$ cat config.mk
export PLATFORM = sky130hd
export DESIGN_NAME = datapath_sequencer
export DESIGN_NICKNAME = d
export VERILOG_FILES = /design/src/rtl/seq_pkg.sv /design/src/rtl/seq_decoder.sv /design/src/rtl/datapath_sequencer.sv
export SDC_FILE = /design/constraint.sdc
export NUM_CORES = 1
export LEC_CHECK = 0
export BUFFER_PORTS_ARGS = -buffer_cell sky130_fd_sc_hd__buf_2
export CAP_MARGIN = 20
export CORE_MARGIN = 10
export CORE_UTILIZATION = 35
export DETAILED_ROUTE_END_ITERATION = 10
export PLACE_DENSITY = 0.58
export SETUP_SLACK_MARGIN = 0.3
export SLEW_MARGIN = 10
export SYNTH_ARGS = -nofsm -noshare
export SYNTH_HDL_FRONTEND = slang
export SYNTH_HIERARCHICAL = 1
export SYNTH_SLANG_ARGS = --single-unit
$ cat constraint.sdc
create_clock -name clk -period 4.76 [get_ports clk]
set_clock_uncertainty 0.1 [all_clocks]
set_input_delay 0.238 -clock clk [delete_from_list [all_inputs] [get_ports clk]]
set_output_delay 0.238 -clock clk [all_outputs]
set_load 0.02 [all_outputs]
$ cat src/rtl/seq_pkg.sv
// Shared constants for the datapath sequencer: FSM encodings, RV32I decode fields and ALU codes.
package seq_pkg;

  typedef logic [2:0] state_t;

  localparam state_t ST_IDLE = 3'd0;
  localparam state_t ST_REQ  = 3'd1;
  localparam state_t ST_WAIT = 3'd2;
  localparam state_t ST_EXEC = 3'd3;
  localparam state_t ST_HALT = 3'd4;

  localparam logic [6:0] OP_IMM    = 7'b0010011;
  localparam logic [6:0] OP_REG    = 7'b0110011;
  localparam logic [6:0] OP_BRANCH = 7'b1100011;

  localparam logic [2:0] F3_ADD = 3'b000;
  localparam logic [2:0] F3_BEQ = 3'b000;
  localparam logic [2:0] F3_BNE = 3'b001;

  localparam logic [6:0] F7_ADD = 7'b0000000;
  localparam logic [6:0] F7_SUB = 7'b0100000;

  localparam logic [2:0] ALU_ADD = 3'b000;
  localparam logic [2:0] ALU_SUB = 3'b001;

  localparam logic [31:0] EBREAK = 32'h0010_0073;

endpackage

$ cat src/rtl/seq_decoder.sv
// Combinational decoder for the supported RV32I subset (addi, add, sub, beq, bne, ebreak).
// Produces raw control fields; the sequencer gates them to the execute cycle.
module seq_decoder
  import seq_pkg::*;
#(
  parameter int unsigned ADDRESS_WIDTH      = 5,
  parameter int unsigned DATA_WIDTH         = 32,
  parameter int unsigned PC_WIDTH           = 32,
  parameter int unsigned ALU_CONTROL_LENGTH = 3
) (
  input  logic [31:0]                   inst,
  output logic [ADDRESS_WIDTH-1:0]      rs1,
  output logic [ADDRESS_WIDTH-1:0]      rs2,
  output logic [ADDRESS_WIDTH-1:0]      rd,
  output logic                          we,
  output logic                          alu_src,
  output logic [DATA_WIDTH-1:0]         imm_i,
  output logic [PC_WIDTH-1:0]           imm_b,
  output logic [ALU_CONTROL_LENGTH-1:0] alu_ctrl,
  output logic                          is_branch,
  output logic                          is_bne,
  output logic                          is_ebreak,
  output logic                          is_illegal
);

  logic [6:0] opcode;
  logic [2:0] funct3;
  logic [6:0] funct7;
  logic [4:0] rs1_f;
  logic [4:0] rs2_f;
  logic [4:0] rd_f;

  assign opcode = inst[6:0];
  assign funct3 = inst[14:12];
  assign funct7 = inst[31:25];
  assign rs1_f  = inst[19:15];
  assign rs2_f  = inst[24:20];
  assign rd_f   = inst[11:7];

  // Branch offset is computed unconditionally; only used when is_branch is set.
  assign imm_b = PC_WIDTH'($signed({inst[31], inst[7], inst[30:25], inst[11:8], 1'b0}));

  always_comb begin
    rs1        = '0;
    rs2        = '0;
    rd         = '0;
    we         = 1'b0;
    alu_src    = 1'b0;
    imm_i      = '0;
    alu_ctrl   = ALU_CONTROL_LENGTH'(ALU_ADD);
    is_branch  = 1'b0;
    is_bne     = 1'b0;
    is_ebreak  = (inst == EBREAK);
    is_illegal = 1'b0;

    case (opcode)
      OP_IMM: begin
        if (funct3 == F3_ADD) begin
          rs1      = ADDRESS_WIDTH'(rs1_f);
          rd       = ADDRESS_WIDTH'(rd_f);
          alu_src  = 1'b1;
          imm_i    = DATA_WIDTH'($signed(inst[31:20]));
          alu_ctrl = ALU_CONTROL_LENGTH'(ALU_ADD);
          we       = (rd_f != 5'd0);
        end else begin
          is_illegal = 1'b1;
        end
      end
      OP_REG: begin
        if (funct3 == F3_ADD && (funct7 == F7_ADD || funct7 == F7_SUB)) begin
          rs1      = ADDRESS_WIDTH'(rs1_f);
          rs2      = ADDRESS_WIDTH'(rs2_f);
          rd       = ADDRESS_WIDTH'(rd_f);
          alu_ctrl = (funct7 == F7_SUB) ? ALU_CONTROL_LENGTH'(ALU_SUB)
                                        : ALU_CONTROL_LENGTH'(ALU_ADD);
          we       = (rd_f != 5'd0);
        end else begin
          is_illegal = 1'b1;
        end
      end
      OP_BRANCH: begin
        if (funct3 == F3_BEQ || funct3 == F3_BNE) begin
          rs1       = ADDRESS_WIDTH'(rs1_f);
          rs2       = ADDRESS_WIDTH'(rs2_f);
          alu_ctrl  = ALU_CONTROL_LENGTH'(ALU_SUB);
          is_branch = 1'b1;
          is_bne    = (funct3 == F3_BNE);
        end else begin
          is_illegal = 1'b1;
        end
      end
      default: is_illegal = ~is_ebreak;
    endcase
  end

endmodule

$ cat src/rtl/datapath_sequencer.sv
// Multi-cycle control unit: fetches over a valid/ready interface, decodes one instruction,
// drives the register-file/ALU controls for a single execute cycle and tracks PC/retire/halt.
module datapath_sequencer
  import seq_pkg::*;
#(
  parameter int unsigned          PC_WIDTH           = 32,
  parameter logic [PC_WIDTH-1:0]  RESET_PC           = '0,
  parameter int unsigned          ADDRESS_WIDTH      = 5,
  parameter int unsigned          DATA_WIDTH         = 32,
  parameter int unsigned          ALU_CONTROL_LENGTH = 3,
  parameter int unsigned          RETIRE_WIDTH       = 16
) (
  input  logic                          clk,
  input  logic                          rst,
  input  logic                          start,
  output logic                          imem_req_valid,
  input  logic                          imem_req_ready,
  output logic [PC_WIDTH-1:0]           imem_addr,
  input  logic                          imem_rsp_valid,
  input  logic [31:0]                   imem_rsp_data,
  output logic [ADDRESS_WIDTH-1:0]      AD1,
  output logic [ADDRESS_WIDTH-1:0]      AD2,
  output logic [ADDRESS_WIDTH-1:0]      AD3,
  output logic                          WE3,
  output logic                          ALUsrc,
  output logic [DATA_WIDTH-1:0]         ImmOP,
  output logic [ALU_CONTROL_LENGTH-1:0] ALUCtrl,
  input  logic                          EQ,
  output logic [PC_WIDTH-1:0]           pc,
  output logic                          busy,
  output logic                          halted,
  output logic                          illegal,
  output logic [RETIRE_WIDTH-1:0]       retired
);

  state_t                  state_q, state_d;
  logic [PC_WIDTH-1:0]     pc_q, pc_d;
  logic [RETIRE_WIDTH-1:0] retired_q, retired_d;
  logic                    illegal_q, illegal_d;
  logic [31:0]             ir_q, ir_d;

  logic [ADDRESS_WIDTH-1:0]      dec_rs1;
  logic [ADDRESS_WIDTH-1:0]      dec_rs2;
  logic [ADDRESS_WIDTH-1:0]      dec_rd;
  logic                          dec_we;
  logic                          dec_alu_src;
  logic [DATA_WIDTH-1:0]         dec_imm_i;
  logic [PC_WIDTH-1:0]           dec_imm_b;
  logic [ALU_CONTROL_LENGTH-1:0] dec_alu_ctrl;
  logic                          dec_is_branch;
  logic                          dec_is_bne;
  logic                          dec_is_ebreak;
  logic                          dec_is_illegal;

  logic in_exec;
  logic taken;

  seq_decoder #(
    .ADDRESS_WIDTH      (ADDRESS_WIDTH),
    .DATA_WIDTH         (DATA_WIDTH),
    .PC_WIDTH           (PC_WIDTH),
    .ALU_CONTROL_LENGTH (ALU_CONTROL_LENGTH)
  ) u_decoder (
    .inst       (ir_q),
    .rs1        (dec_rs1),
    .rs2        (dec_rs2),
    .rd         (dec_rd),
    .we         (dec_we),
    .alu_src    (dec_alu_src),
    .imm_i      (dec_imm_i),
    .imm_b      (dec_imm_b),
    .alu_ctrl   (dec_alu_ctrl),
    .is_branch  (dec_is_branch),
    .is_bne     (dec_is_bne),
    .is_ebreak  (dec_is_ebreak),
    .is_illegal (dec_is_illegal)
  );

  assign in_exec = (state_q == ST_EXEC);
  // EQ comes straight from the datapath and is only meaningful while the branch operands are driven.
  assign taken   = dec_is_branch & (dec_is_bne ? ~EQ : EQ);

  always_comb begin
    state_d   = state_q;
    pc_d      = pc_q;
    retired_d = retired_q;
    illegal_d = illegal_q;
    ir_d      = ir_q;

    case (state_q)
      ST_IDLE: begin
        if (start) state_d = ST_REQ;
      end
      ST_REQ: begin
        if (imem_req_ready) state_d = ST_WAIT;
      end
      ST_WAIT: begin
        if (imem_rsp_valid) begin
          ir_d    = imem_rsp_data;
          state_d = ST_EXEC;
        end
      end
      ST_EXEC: begin
        if (dec_is_illegal) begin
          illegal_d = 1'b1;
          state_d   = ST_HALT;
        end else if (dec_is_ebreak) begin
          retired_d = retired_q + RETIRE_WIDTH'(1);
          state_d   = ST_HALT;
        end else begin
          pc_d      = taken ? pc_q + dec_imm_b : pc_q + PC_WIDTH'(4);
          retired_d = retired_q + RETIRE_WIDTH'(1);
          state_d   = ST_REQ;
        end
      end
      ST_HALT: begin
        state_d = ST_HALT;
      end
      default: begin
        state_d = ST_IDLE;
      end
    endcase
  end

  always_ff @(posedge clk) begin
    if (rst) begin
      state_q   <= ST_IDLE;
      pc_q      <= RESET_PC;
      retired_q <= '0;
      illegal_q <= 1'b0;
      ir_q      <= '0;
    end else begin
      state_q   <= state_d;
      pc_q      <= pc_d;
      retired_q <= retired_d;
      illegal_q <= illegal_d;
      ir_q      <= ir_d;
    end
  end

  always_comb begin
    AD1     = '0;
    AD2     = '0;
    AD3     = '0;
    WE3     = 1'b0;
    ALUsrc  = 1'b0;
    ImmOP   = '0;
    ALUCtrl = ALU_CONTROL_LENGTH'(ALU_ADD);
    if (in_exec) begin
      AD1     = dec_rs1;
      AD2     = dec_rs2;
      AD3     = dec_rd;
      WE3     = dec_we;
      ALUsrc  = dec_alu_src;
      ImmOP   = dec_imm_i;
      ALUCtrl = dec_alu_ctrl;
    end
  end

  assign imem_req_valid = (state_q == ST_REQ);
  assign imem_addr      = pc_q;
  assign pc             = pc_q;
  assign busy           = (state_q == ST_REQ) || (state_q == ST_WAIT) || in_exec;
  assign halted         = (state_q == ST_HALT);
  assign illegal        = illegal_q;
  assign retired        = retired_q;

endmodule

### Yosys cells after proc, flatten, opt, wreduce, memory -nomap -nowiden

Cells that the tools add are included.

| storage, ports and cells | value |
|---|---|
| logic and storage cells | 83 |
| output and inout bits | 136 |
| input port bits | 38 |
| register bits after elaboration | 84 |

| operators by class | value |
|---|---|
| reductions and logical operators | 14 |
| add/subtract/negate cells | 3 |
| muxes and demuxes | 44 |
| bitwise gates (word level) | 4 |
| equal/unequal tests | 13 |

Operators with widths:

| kind | number |
|---|---|
| two-way mux 32 bit | 4 |
| two-way mux 5 bit | 10 |
| adder 32 x 3 -> 32 bit (second input constant) | 1 |
| adder 32 bit | 1 |
| == test 32 x 21 -> 1 bit (second input constant) | 1 |
| two-way mux 3 bit | 7 |
| case mux 5 bit (2 select lines) | 2 |
| adder 16 x 1 -> 16 bit (second input constant) | 1 |
| two-way mux 1 bit | 16 |
| case mux 3 bit (5 select lines) | 1 |
| case mux 5 bit (3 select lines) | 1 |
| == test 7 x 6 -> 1 bit (second input constant) | 2 |
| == test 7 x 5 -> 1 bit (second input constant) | 1 |
| == test 7 bit (second input constant) | 1 |
| zero test 7 bit | 1 |
| == test 3 x 1 -> 1 bit (second input constant) | 2 |
| == test 3 x 2 -> 1 bit (second input constant) | 2 |
| zero test 3 bit | 2 |
| case mux 3 bit (2 select lines) | 1 |
| AND reduction 2 bit | 3 |
| AND reduction 3 bit | 2 |
| nonzero test 5 bit | 1 |
| logical OR 1 bit | 4 |
| inequality test 2 bit (second input constant) | 2 |
| 7 further kinds | 9 |

### Longest topological paths before layout

Gate-level depths: netlist (run 1).

| depth | value |
|---|---|
| depth in word-level cells | 7 |
| gate-level depth with buffers | 12 |
| gate-level depth less buffers | 12 |

### By module

The synthesis (run 1) kept the hierarchy.

By module, submodules not included:

| module | cells each | area each (um2) | seq. area each (um2) | times used |
|---|---|---|---|---|
| datapath_sequencer | 864 | 6316.1 | 1681.6 | 1 |
| seq_decoder | 117 | 860.8 | 0.0 | 1 |

### Least setup slack after synthesis (run 1)

Ideal clock, no wire load.

| path | value |
|---|---|
| path type | flip-flop to flip-flop |
| start | reg pc_q[1] (netlist: imem_addr[1]) |
| end | reg pc_q[30] (netlist: imem_addr[30]) |
| slack | 1.882 ns |
| data arrival time | 2.651 ns |
| data required time | 4.533 ns |
| library setup time | 0.127 ns |
| cell stages (with the launch flop) | 11 |
| clock period less this slack | 2.878 ns |
| path through | dfxtp_1 -> inv_1 -> fa_1 -> and2b_1 -> o21ai_1 -> a21oi_2 -> o21bai_2 -> a2111oi_4 -> o211ai_1 -> and4_1 -> or3_1 |

| between the ends | value |
|---|---|
| word-level cells in the longest chain between the ends | 2 |

Ends and longest elaborated chain:

| element | line | source |
|---|---|---|
| start: declaration | datapath_sequencer.sv:37 | `logic [PC_WIDTH-1:0] pc_q, pc_d;` |
| start signal: assignment | datapath_sequencer.sv:134 | `pc_q <= pc_d;` |
| adder 32 x 3 -> 32 bit or adder 32 bit (tied branches) | datapath_sequencer.sv:111 | `pc_d = taken ? pc_q + dec_imm_b : pc_q + PC_WIDTH'(4);` |
| two-way mux 32 bit * | datapath_sequencer.sv:111 |  |

Mark *: on every way between the ends. The rest lies on a longest branch, timed or not.
A chain may end at the register's enable or synchronous reset.

### Final worst setup path (run 1)

| path | value |
|---|---|
| start | reg ir_q[25] |
| end | reg pc_q[31] (netlist: imem_addr[31]) |

RTL lines:

| element | line | source |
|---|---|---|
| start: declaration | datapath_sequencer.sv:40 | `logic [31:0] ir_q, ir_d;` |
| start signal: assignment | datapath_sequencer.sv:137 | `ir_q <= ir_d;` |
| == test 32 x 21 -> 1 bit | seq_decoder.sv:53 | `is_ebreak = (inst == EBREAK);` |
| net dec_is_ebreak | datapath_sequencer.sv:52 | `logic dec_is_ebreak;` |
| NOT 1 bit (no line) | n/a |  |
| case mux 1 bit (3 select lines) | seq_decoder.sv:56 | `case (opcode)` |
| net dec_is_illegal | datapath_sequencer.sv:53 | `logic dec_is_illegal;` |
| NOT 1 bit (no line) | n/a |  |
| AND reduction 3 bit (no line) | n/a |  |

The timed path passes the listed nets, and every way through them passes these cells.

==> results of run 1 <==
==> through the flow <==
step | worst slack, ns | instances | instance area, sq um
floorplan | 1.882 | 983 | 7184
global route | 0.9206 | 1316 | 7964
detailed placement | 1.317 | 1300 | 7609
CTS | 1.298 | 1315 | 7949
global placement | 1.367 | 1300 | 7609
finish | 1.291 | 1317 | 7966
==> registers in the layout (all words and copies together), names as in the netlist <==
name       flops
illegal        1
imem_addr     32
ir_q          32
retired       16
state_q        3
==> logic make-up (layout without fill, tap and decap cells) <==
group,count (synthesis),count (layout)
XOR/XNOR,28,28
AND/OR/NAND/NOR,418,418
adder cells (fa/ha/maj),34,34
AO/OA/AOI/OAI,261,261
flip-flops,84,84
multiplexers,6,6
buffers and inverters,149,212
other,1,4
==> critical path: cells and delay by family, from the launching register on <==
kind,cells,cell delay [ns]
compound gates,3,0.26
flops,1,0.36
mux,2,0.44
simple gates,7,2.19
==> worst paths after layout <==
path	endpoint	slack, ns	cells past startpoint
setup / recovery	imem_addr[31]	1.29	12
setup reg to reg	imem_addr[31]	1.29	12
hold / removal	ir_q[22]	0.02	3
hold reg to reg	ir_q[3]	0.36	2
==> cell usage in the layout (no fill, tap or decap), types with 10 or more instances in the layout <==
cell type	count
a211oi_1	14
nor2_1	64
a21o_1	17
o21ai_0	44
buf_2	171
and2_1	84
and3_1	22
nor3_1	23
nand2_1	125
a21oi_1	107
or3_1	15
xnor2_1	18
ha_1	33
inv_1	16
dfxtp_1	84
xor2_1	10
nand3_1	27
==> final cells by class <==
| cell class | count | share of cell area |
|---|---|---|
| well taps | 270 | 0.04241 |
| clock buffers | 11 | 0.03047 |
| repair buffers | 181 | 0.1178 |
| multi-input cells | 750 | 0.5781 |
| diodes | 1 | 0.0003141 |
| inverters | 16 | 0.007539 |
| clock inverters | 4 | 0.01225 |
| flip-flops and latches | 84 | 0.2111 |
==> routing by layer <==
layer	track usage	part of all wire
met5	0	0
met1	0.2214	0.46
met2	0.2641	0.44
met3	0.04707	0.086
met4	0.04016	0.013
==> where the power goes <==
part           internal [mW]  switching (mW)  leakage [nW]
combinational         0.0363          0.0614          2.72
clock                  0.525           0.302         0.162
sequential             0.711         0.00928         0.677
total                   1.27           0.373          3.55
==> qor.csv, run 1 <==
stage,metric,value,unit
run_status,run_status,"finished, final reports clean",
drt,detailedRoute.firstPassIterationCount,6,
cts,num_cts_buffers,9,
logic_synthesis,leading_cell_types_by_count_after_synthesis,"nand2_1, a21oi_1, buf_4",
cells_and_area,fill_cells,2162,
floorplan,floorplan.initialDensity,0.3547,
logic_synthesis,yosys.area_share.adder,0.06032,
cts,tritoncts,done,
cts,cts.repair_timing.setup_buffer_count,0,
logic_synthesis,netlist_top_cells_area,"dfxtp_1, buf_4, a21oi_1, and2_1, nand2_1",
floorplan,num_rows,52,
timing,period_share,0.7287,
grt,grt_max_degree,58,
logic_synthesis,post_synth_mux_area_share,0.008717,
worst_hold_path,worst_hold_path_type,primary input to register,
logic_synthesis,synth_sequential_area_ratio,0.2343,
logic_synthesis,dominant_combinational_cell_family_by_area_after_synthesis,simple AND/OR/NAND/NOR gates,
timing,final_hold_viol_count,0,
worst_setup_path,critical_path.startpoint,ir_q[25],
worst_setup_path,cp_max_fo,21,
worst_setup_path,highest_cell_delay_on_the_worst_timing_path,0.47,ns
cells_and_area,drive_gt1_frac,0.2113,
logic_synthesis,synthDominantAreaCellType,dfxtp_1,
logic_synthesis,synth.most_common_cell,nand2_1,
floorplan,die_y,163.2,microns
timing,sum_of_negative_setup_slack,0,ns
placement,finalWeightedCongestion,0.8858,
worst_hold_path,holdCritStartpoint,imem_rsp_data[22],
timing,finalSetupViolations,0,
worst_setup_path,path_class,register to register,
logic_synthesis,synthFlopType,dfxtp_1,
floorplan,fp.dieArea,0.02663,sq mm
logic_synthesis,synth_xor_area_frac,0.03417,
logic_synthesis,synth_edf_count,0,
cells_and_area,final-seq-area,0.001682,sq mm
floorplan,boundary_pins,174,
cts,cts.sinks,84,
logic_synthesis,synth_seq_cells,84,
logic_synthesis,synth.distinct_cells,85,
floorplan,die_w,163.2,microns
floorplan,floorplan.core_area,0.02023,sq mm
timing,slew_violations,0,
cells_and_area,layout-area-overhead-vs-synth,11.00,%
cts,post_cts_hold_buffer_count,0,
drt,avgViaCountPerCell,5.332,
worst_setup_path,slowest_stage,nor2_1,
grt,grt_first_pass_wirelength,36.31,mm
worst_setup_path,worst_r2r_startpoint,ir_q[25],
timing,fin_crit,3.469,ns
cells_and_area,total_nets_final,1114,
cts,cts_max_path_buffers,2,
pwr,power.static_leakage,3.554,nW
worst_setup_path,crit_chain,"nor4_4, nand2_1, nor4_2, a21oi_1, nor2_1, nand2_1, nor2_1, and4_1, a21oi_1, o41ai_1, mux2i_1, mux2_1",
placement,post-dp-hpwl,17.27,mm
drt,route.final.wire_length,23.09,mm
drt,post_route_drc,0,
cts,cts_repair_resize_count,0,
drt,wire_per_inst,17.53,microns
logic_synthesis,syn_area_per_cell,7.316,sq um
grt,globalRouteTotalUtil,0.1678,
timing,relative_max_transition_margin,0.4941,
drt,drtIter0Drc,508,
worst_setup_path,critPathRequiredTime,4.90,ns
cts,worstSkewPairLatency,0.35,ns
worst_setup_path,nature_of_the_critical_path_endpoint,register,
drt,detail-route-antenna-nets,0,
logic_synthesis,ys_async_sr_fraction,0,
timing,grt_setup_unrepaired,no,
logic_synthesis,area_fraction_of_the_dominant_cell_type_after_synthesis,0.2343,
run,max-cap-violations,0,
timing,fin_hold_ws,0.02314,ns
pwr,power-per-cell-area,206.5,mW/mm^2
logic_synthesis,ys_warn_count,6,
pwr,finalPower,1.645,mW
cells_and_area,area_of_the_multi_input_gates,0.004606,sq mm
logic_synthesis,synthesis.instances,981,
drt,detailroute.via_count,7022,
cells_and_area,fin_util,0.3937,
grt,antenna_found_initial,1,
cts,clock_tree.htree_level_count,3,
logic_synthesis,synth_compound_area_frac,0.2275,
placement,port-buffer-count,171,
cts,cts.reportedPaths.clkPinSlew,0.07,ns
logic_synthesis,synth_simple_gate_area_share,0.3094,
grt,grt_remaining_overflow,0,
logic_synthesis,netlist_area,0.007177,sq mm
cts,root_driver,clkbuf_16,
grt,grt_pass1_vias,6631,
timing,worst-slew-pin-transition,0.7570,ns
pwr,power.ir.vdd_worst,173.7,uV
timing,fmaxAchievable,288.3,MHz
worst_setup_path,worstSetupStartpointType,register,
worst_setup_path,worst-endpoint-arrival,3.61,ns
Power figures use the tool's default switching activity.
==> inputs of run 2 (changes only) <==
- ABC_AREA: unset -> 1
- PLACE_DENSITY: 0.58 -> 0.6
- clock period: 4.76 -> 2.96 ns (I/O delays scaled with it)
==> run 2 against run 1 <==
Compared with the run above: power rose by 110%; highest routed layer unchanged; worst setup slack got worse by 0.81 ns; sequential power increased by 89%; clock-buffer cell count down 2; cell count grew 34%; global-route usage is 0.40 points higher; via count increased by 22%; sequential share of layout area down 2.7 points; die area increased by 10%; hold slack lost 0.018 ns; combinational power grew to 10 times the previous value; critical endpoint is now imem_addr[29].
==> qor.csv, run 2 <==
stage,metric,value,unit,change
logic_synthesis,synth_edf_count,0,,unchanged
floorplan,num_rows,55,,+5.8%
logic_synthesis,synth_sequential_area_ratio,0.2096,,-0.02470
floorplan,floorplan.core_area,0.02257,sq mm,+12%
grt,grt_max_degree,65,,+12%
timing,finalSetupViolations,0,,unchanged
logic_synthesis,netlist_top_cells_area,"dfxtp_1, nand2_1, inv_1, nor2_1, buf_4",,
cells_and_area,total_nets_final,1540,,+38%
worst_hold_path,holdPathStages,3,,unchanged
worst_setup_path,highest_cell_delay_on_the_worst_timing_path,0.52,ns,+0.05 ns
timing,sum_of_negative_setup_slack,0,ns,unchanged
logic_synthesis,yosys.area_share.adder,0.05396,,-0.006359
worst_setup_path,cp_max_fo,7,,-67%
drt,wire_per_inst,14.58,microns,-17%
worst_setup_path,timing.critical_path.mode_cell,nand2_1,,
logic_synthesis,ys_async_sr_fraction,0,,unchanged
logic_synthesis,ys_warn_count,6,,unchanged
floorplan,fp.dieArea,0.02938,sq mm,+10%
worst_setup_path,worst-endpoint-arrival,2.61,ns,-1.00 ns
cts,root_driver,clkbuf_16,,
cells_and_area,layout_common_cells,"nand2_1, inv_1, nor2_1",,
logic_synthesis,leading_cell_types_by_count_after_synthesis,"nand2_1, inv_1, nor2_1",,
logic_synthesis,synthesis.instances,1365,,+39%
worst_setup_path,slowest_stage,dfxtp_1,,
timing,final_hold_viol_count,0,,unchanged
timing,slew_violations,0,,unchanged
timing,fin_crit,2.476,ns,-0.9933 ns
worst_setup_path,worst_r2r_startpoint,imem_addr[2],,
grt,globalRouteTotalUtil,0.1717,,+0.003986
floorplan,floorplan.initialDensity,0.3554,,+0.0007452
logic_synthesis,synthFlopType,dfxtp_1,,
logic_synthesis,synth_compound_area_frac,0.1502,,-0.07732
logic_synthesis,dominant_combinational_cell_family_by_area_after_synthesis,simple AND/OR/NAND/NOR gates,,
cts,cts.reportedPaths.clkPinSlew,0.07,ns,about the same
cts,cts.repair_timing.setup_buffer_count,0,,unchanged
worst_setup_path,r2r_slack,0.48,ns,-0.81 ns
worst_setup_path,nature_of_the_critical_path_endpoint,register,,
logic_synthesis,post_synth_mux_area_share,0,,-0.008717
worst_setup_path,worstSetupStartpointType,register,,
placement,finalWeightedCongestion,0.9519,,+7.5%
grt,antenna_found_initial,0,,-1
timing,fin_hold_ws,0.004786,ns,-0.01835 ns
pwr,power-per-cell-area,382.0,mW/mm^2,+85%
logic_synthesis,synth_seq_cells,84,,unchanged
worst_setup_path,critPathBufInv,0,,unchanged
logic_synthesis,synth.most_common_cell,nand2_1,,
cts,tritoncts,done,,
cts,clock_tree.htree_level_count,3,,unchanged
cts,cts.sinks,84,,unchanged
cells_and_area,layout.cells.most_common,nand2_1,,
worst_setup_path,crit_chain,"ha_1, or2_2, and2_1, nand2_1, nand2_1, nand2_1, nand2_1, nand2_1, nand2_1, nand2_1, nand3_1, nand2_1, a21oi_1",,
logic_synthesis,netlist_area,0.008023,sq mm,+12%
worst_setup_path,critPathRequiredTime,3.09,ns,-1.81 ns
worst_setup_path,critical_path.reg2reg.endpoint,imem_addr[29],,
drt,detailroute.via_count,8574,,+22%
pwr,power.static_leakage,4.359,nW,+23%
timing,worst-slew-pin-transition,0.6074,ns,-0.1495 ns
grt,grt_pass1_vias,8053,,+21%
timing,relative_max_transition_margin,0.5919,,+0.09779
grt,grt_remaining_overflow,0,,unchanged
logic_synthesis,area_fraction_of_the_dominant_cell_type_after_synthesis,0.2096,,-0.02470
run_status,run_status,"finished, final reports clean",,
drt,route.final.wire_length,25.64,mm,+11%
floorplan,boundary_pins,174,,unchanged
drt,detailedRoute.firstPassIterationCount,6,,unchanged
cts,worstSkewPairLatency,0.36,ns,about the same
worst_setup_path,path_class,register to register,,
drt,detail-route-antenna-nets,0,,unchanged
run,max-cap-violations,0,,unchanged
logic_synthesis,synthDominantAreaCellType,dfxtp_1,,
cts,cts_max_path_buffers,2,,unchanged
worst_hold_path,worst_hold_path_type,primary input to register,,
logic_synthesis,synth_xor_area_frac,0.02620,,-0.007969
timing,period_share,0.8363,,+0.1076
placement,port-buffer-count,171,,unchanged
timing,fmaxAchievable,404.0,MHz,+40%
logic_synthesis,synth.distinct_cells,40,,-53%
cts,num_cts_buffers,9,,unchanged
floorplan,die_y,171.4,microns,+5.0%
worst_setup_path,critical_path.top_delay_family,simple AND/OR/NAND/NOR gates,,
worst_hold_path,holdCritStartpoint,imem_rsp_data[28],,
grt,grt_first_pass_wirelength,40.83,mm,+12%
worst_hold_path,worstHoldEndpoint,ir_q[28],,
cells_and_area,layout-area-overhead-vs-synth,14.16,%,
logic_synthesis,syn_area_per_cell,5.877,sq um,-20%
logic_synthesis,synth_simple_gate_area_share,0.3486,,+0.03912
worst_setup_path,ff2ff_path_depth,13,,+1
timing,grt_setup_unrepaired,yes,,
drt,drtIter0Drc,506,,-0.39%
placement,post-dp-hpwl,20.48,mm,+19%
pwr,power.ir.vdd_worst,309.0,uV,+78%
drt,post_route_drc,0,,unchanged
cells_and_area,drive_gt1_frac,0.1765,,-0.03477
floorplan,die_w,171.4,microns,+5.0%
drt,avgViaCountPerCell,4.874,,-8.6%
## run 2: cell families (layout without fill, tap and decap cells)
family	count (synthesis)	after routing
and+or+nand+nor	633	633
other	1	4
AOI/OAI and AO/OA	228	228
buffers and inverters	361	467
DFF	84	84
adders and majority gates	34	34
xor gates and xnor gates	24	24
## run 2: where the power goes
group / internal, mW / leakage (nW) / switching [mW]
logic: 0.336 / 3.53 / 0.640
clock network: 0.603 / 0.147 / 0.560
registers: 1.24 / 0.680 / 0.124
total: 2.18 / 4.36 / 1.32
## run 2: cell type report
type / count / area, sq um
multi-input cells: 922 / 4705
inverters: 243 / 912.1
diodes: 1 / 2.502
clock buffers: 9 / 225.2
flip-flops and latches: 84 / 1683
well taps: 285 / 356.6
clock inverters: 7 / 77.57
repair buffers: 208 / 1197
fillers: 2487 / 13410
## run 2: worst max path at each step
stage / start / slack (ns) / endpoint / cells after the start
finish: imem_addr[2] / 0.48 / imem_addr[29] / 13
global placement: ir_q[26] / 0.44 / imem_addr[29] / 14
floorplan: ir_q[31] / 0.51 / imem_addr[8] / 12
detailed placement: ir_q[26] / 0.38 / imem_addr[18] / 13
CTS: ir_q[26] / 0.36 / imem_addr[29] / 14
global route: ir_q[5] / 0.28 / imem_addr[29] / 15
## run 2: per-layer routing
layer  vias to the layer above  GRT usage  routed length (microns)
met2                       243     0.2751                    11610
li1                       4450          -                        -
met3                        30    0.03507                     1685
met1                      3851     0.2286                    11870
met5                         -          0                        0
met4                         0    0.04612                      472
## run 2: repair_timing
action | CTS | global route
endpoints found under the hold margin | 24 | 0
hold buffers | 24 | 0
setup endpoints to repair | 21 | 50
pin swaps | 0 | 0
resized for setup | 1 | 14
## run 2: tightest hold or removal path: stages
cell and delay [ns]:
buf_2 0.07, o21ai_0 0.08, a21oi_1 0.11
## run 2: metrics by stage
| step | power, mW | util | setup slack [ns] | instance area (sq um) | instances |
|---|---|---|---|---|---|
| 3_5_place_dp | 2.311 | 0.3794 | 0.3789 | 8564 | 1718 |
| 5_1_grt | 3.718 | 0.4057 | 0.2828 | 9156 | 1758 |
| 4_1_cts | 3.512 | 0.4038 | 0.3645 | 9115 | 1758 |
| 6_report | 3.499 | 0.4058 | 0.4845 | 9159 | 1759 |
| 2_1_floorplan | 2.173 | - | 0.5132 | 8030 | 1367 |
| 3_3_place_gp | 2.300 | 0.3794 | 0.4387 | 8564 | 1718 |
